**src/rtl/dro_bank.sv**
```systemverilog
// dro_bank: bank of destructive-readout cells with set-to-read separation checking; DRO_BANK_VIOL_CNT_EN enables the violation counter
module dro_bank #(
  parameter int CHANNELS = 4,
  parameter int MIN_SEP  = 3,
  parameter int CNT_W    = 8
) (
  input  logic                clk,
  input  logic                rst_n,
  input  logic [CHANNELS-1:0] set,
  input  logic [CHANNELS-1:0] reset,
  input  logic                clr_viol,
  output logic [CHANNELS-1:0] out,
  output logic [CHANNELS-1:0] full,
  output logic [CHANNELS-1:0] viol,
  output logic [CNT_W-1:0]    viol_cnt
);
  localparam int SW = $clog2(MIN_SEP + 1);
  localparam logic [SW-1:0] SEP_MAX = SW'(MIN_SEP);
  typedef enum logic {EMPTY, FULL} st_t;
  st_t st [CHANNELS];
  st_t st_nx [CHANNELS];
  logic [SW-1:0] sep [CHANNELS];
  logic [SW-1:0] sep_nx [CHANNELS];
  logic [CHANNELS-1:0] rd_ok, v;
  always_comb begin
    for (int i = 0; i < CHANNELS; i++) begin
      full[i]   = st[i] == FULL;
      rd_ok[i]  = reset[i] & ~set[i] & full[i] & (sep[i] >= SEP_MAX);
      v[i]      = reset[i] & (set[i] | (full[i] & (sep[i] < SEP_MAX)));
      st_nx[i]  = reset[i] ? EMPTY : (set[i] ? FULL : st[i]);
      sep_nx[i] = (set[i] & ~reset[i] & ~full[i]) ? '0 : (sep[i] >= SEP_MAX ? SEP_MAX : sep[i] + 1'b1);
    end
  end
  always_ff @(posedge clk or negedge rst_n) begin
    if (!rst_n) begin
      for (int i = 0; i < CHANNELS; i++) begin
        st[i]  <= EMPTY;
        sep[i] <= SEP_MAX;
      end
      out  <= '0;
      viol <= '0;
    end else begin
      for (int i = 0; i < CHANNELS; i++) begin
        st[i]  <= st_nx[i];
        sep[i] <= sep_nx[i];
      end
      out  <= rd_ok;
      viol <= clr_viol ? v : (viol | v);
    end
  end
`ifdef DRO_BANK_VIOL_CNT_EN
  localparam int AW = CNT_W + 7;
  localparam logic [AW-1:0] CMAX = {7'b0, {CNT_W{1'b1}}};
  logic [AW-1:0] nv, acc;
  always_comb begin
    nv = '0;
    for (int i = 0; i < CHANNELS; i++) nv = nv + AW'(v[i]);
    acc = (clr_viol ? '0 : {7'b0, viol_cnt}) + nv;
  end
  always_ff @(posedge clk or negedge rst_n) begin
    if (!rst_n) viol_cnt <= '0;
    else viol_cnt <= acc > CMAX ? '1 : acc[CNT_W-1:0];
  end
`else
  assign viol_cnt = '0;
`endif
endmodule

```
**config.mk**
```make
export PLATFORM = sky130hd
export DESIGN_NAME = dro_bank
export DESIGN_NICKNAME = d
export VERILOG_FILES = /design/src/rtl/dro_bank.sv
export SDC_FILE = /design/constraint.sdc
export NUM_CORES = 1
export LEC_CHECK = 0
export ABC_AREA = 1
export BUFFER_PORTS_ARGS = -buffer_cell sky130_fd_sc_hd__buf_4
export CAP_MARGIN = 20
export CORE_UTILIZATION = 30
export CTS_CLUSTER_DIAMETER = 120
export DETAILED_ROUTE_END_ITERATION = 10
export SYNTH_ARGS = -nofsm -noshare
export SYNTH_HDL_FRONTEND = slang
export SYNTH_SLANG_ARGS = --single-unit
```
**constraint.sdc**
```tcl
create_clock -name clk -period 1.95 [get_ports clk]
set_clock_uncertainty 0.15 [all_clocks]
set_input_delay 0.0975 -clock clk [delete_from_list [all_inputs] [get_ports clk]]
set_output_delay 0.0975 -clock clk [all_outputs]
set_load 0.005 [all_outputs]
```
==> impl_metrics.json <==
{
  "port_buffers": 22,
  "power_frac_comb_pct": 17.1,
  "place_congestion": 0.751,
  "timing.final.crit_share_pct": 76.3,
  "cts_buffers": 3,
  "cts.path.max_buffers": 2,
  "hold_path_class": "in2async",
  "dpl_cell_area_mm2": 0.00106,
  "p_sw_mw": 0.216,
  "place_hpwl_mm": 1.02,
  "dp_cells": 158,
  "top_usage_layer": "met2",
  "peakVddDrop_v": 0.000582,
  "vias_per_cell": 3.92,
  "final_hold_viol_count": 0,
  "finalWirelength_mm": 1.46,
  "num_rows": 19,
  "syn_to_final_growth_pct": 39.0,
  "vias": 690,
  "drt-initial-drc-count": 17,
  "synth_area_leaders": "dfrtp_1 (34%), dfstp_2 (24%), inv_1 (11%)",
  "p_clk_share_pct": 27.2,
  "power_frac_seq_pct": 55.7,
  "startpoint_type": "input port",
  "fin_area_mm2": 0.00123,
  "slew_violations": 0,
  "die_area_mm2": 0.00318,
  "grt_max_degree": 21,
  "p_int_mw": 0.661,
  "swShare_pct": 24.7,
  "die_x_um": 56.4,
  "required_ns": 1.99,
  "drc": 0,
  "ys_seq_area_share_pct": 57.5,
  "yosysUniqueCellTypes": 10,
  "die_h_um": 56.4,
  "core_area_mm2": 0.00278,
  "cts_num_sinks": 20,
  "initial_utilization_pct": 31.9,
  "drive_gt1_share_pct": 23.4,
  "ys_seq_elements": 20,
  "cp_data_arrival_time_ns": 1.53,
  "rsz0062_at_grt": "false",
  "grt_usage_pct": 10.1,
  "path_class": "in2reg",
  "worstSetupEndpointType": "flop",
  "cts_max_level": 1,
  "synth_area_per_cell_um2": 8.38,
  "cts_root_buffer": "clkbuf_4",
  "synth_area_um2": 888,
  "nNetsFinal": 157,
  "yosys.area.top_type_share_pct": 33.8,
  "max_clock_freq_ghz": 0.672,
  "antenna_cells": 0,
  "cts_tree": "yes",
  "report.final.setup_viol": 0,
  "critPathMaxFanout": 3,
  "grt_pass1_vias": 598,
  "met1_usage_pct": 12.5,
  "gr-usage-met2_pct": 16.5,
  "post_cts_buffers": 0,
  "power_density_mw_per_mm2": 710,
  "leakagePower_nw": 0.705,
  "pin_count": 31,
  "final_cells": 176,
  "fin_tns_setup_ns": 0,
  "drtPass1Iterations": 4,
  "grt_pass1_wl_mm": 2.44,
  "synth_area_leader_cell": "dfrtp_1",
  "wl_per_cell_um": 8.28,
  "clk_latency_ns": 0.30,
  "gr-usage-met3_pct": 4.84,
  "grt_antenna_before_repair": 0,
  "postRouteAntennaNets": 0,
  "maxCapViolations": 0,
  "gr-total-overflow": 0,
  "clkSlewWorstSetupHoldPaths_ns": 0.11,
  "syn_inst": 106,
  "synth-warning-count": 0,
  "min_period_ns": 1.49,
  "outcome": "finished clean"
}
final timing paths:
check,depth (start not counted),endpoint,slack [ns],start
worst max-delay path,5,full[1],0.46,set[1]
worst min-delay path,2,full[3],0.05,rst_n
worst max register to register,3,full[1],0.54,full[1]
worst min register to register,2,viol[1],0.34,viol[1]
max in group asynchronous,2,sep[5],1.34,rst_n
min in group clk,2,viol[1],0.34,viol[1]
metrics by stage:
step	hold slack [ns]	power [mW]	utilization (%)	setup WS, ns
after floorplan	-0.348	0.566	-	0.988
after global placement	-0.165	0.620	38.1	0.955
after detailed placement	-0.159	0.624	38.1	0.937
after CTS	0.0426	0.895	44.4	0.492
after global routing	0.0457	0.938	44.4	0.424
final	0.0481	0.877	44.4	0.463
cells in the mapped netlist:
master and number:
buf_4 8, conb_1 1, dfrtp_1 12, dfstp_2 8, inv_1 25, nand2_1 24, nand3_1 8, nor2_1 12
nor3_1 4, or2_0 4
worst max-delay path, cell delays in order:
cell           delay, ns
dlygate4sd3_1       0.55
buf_4               0.15
nor2_1              0.13
nor2_1              0.06
dlygate4sd3_1       0.55
kinds of logic (layout without fill, tap and decap cells):
group         count (synthesis)  after routing  share of synthesized area (%)
buf+inv                      33             65                           17.3
flops                        20             20                           57.5
other cells                   1              8                          0.422
simple gates                 52             52                           24.8
timing repair:
item | CTS | global route
hold buffers | 14 | 0
gates resized for setup | 0 | 0
endpoints found under the hold margin | 40 | 0
flip-flops by register name, summed over array words and instances, names as in the netlist:
name and flops:
sep 8, full 4, out 4, viol 4
power by group through the flow:
stage               Combinational [mW]  Clock, mW  Sequential, mW
global route                     0.172      0.272           0.494
finish                           0.150      0.239           0.488
detailed placement               0.128          0           0.496
global placement                 0.126          0           0.494
floorplan                       0.0723          0           0.494
CTS                              0.153      0.254           0.489
final cells by class:
type,count,area [µm²]
tap,31,38.8
clock buffer,4,36.3
timing repair buffer,36,305
multi-input combinational,60,250
sequential,20,510
inverter,25,93.8
fill,281,1550
cell usage in the layout (no fill, tap or decap):
master,instances
clkbuf_8,1
dlygate4sd3_1,14
or2_0,4
nand2_1,24
conb_1,8
nand3_1,8
nor3_1,4
dfstp_2,8
buf_4,22
dfrtp_1,12
nor2_1,12
clkbuf_4,3
inv_1,25
metal layers:
layer	part of all wire [%]	up-vias
met2	48	21
met1	46	299
met5	0	-
met3	6.3	0
met4	0	0
li1	-	370
(Power assumes the default switching activity.)
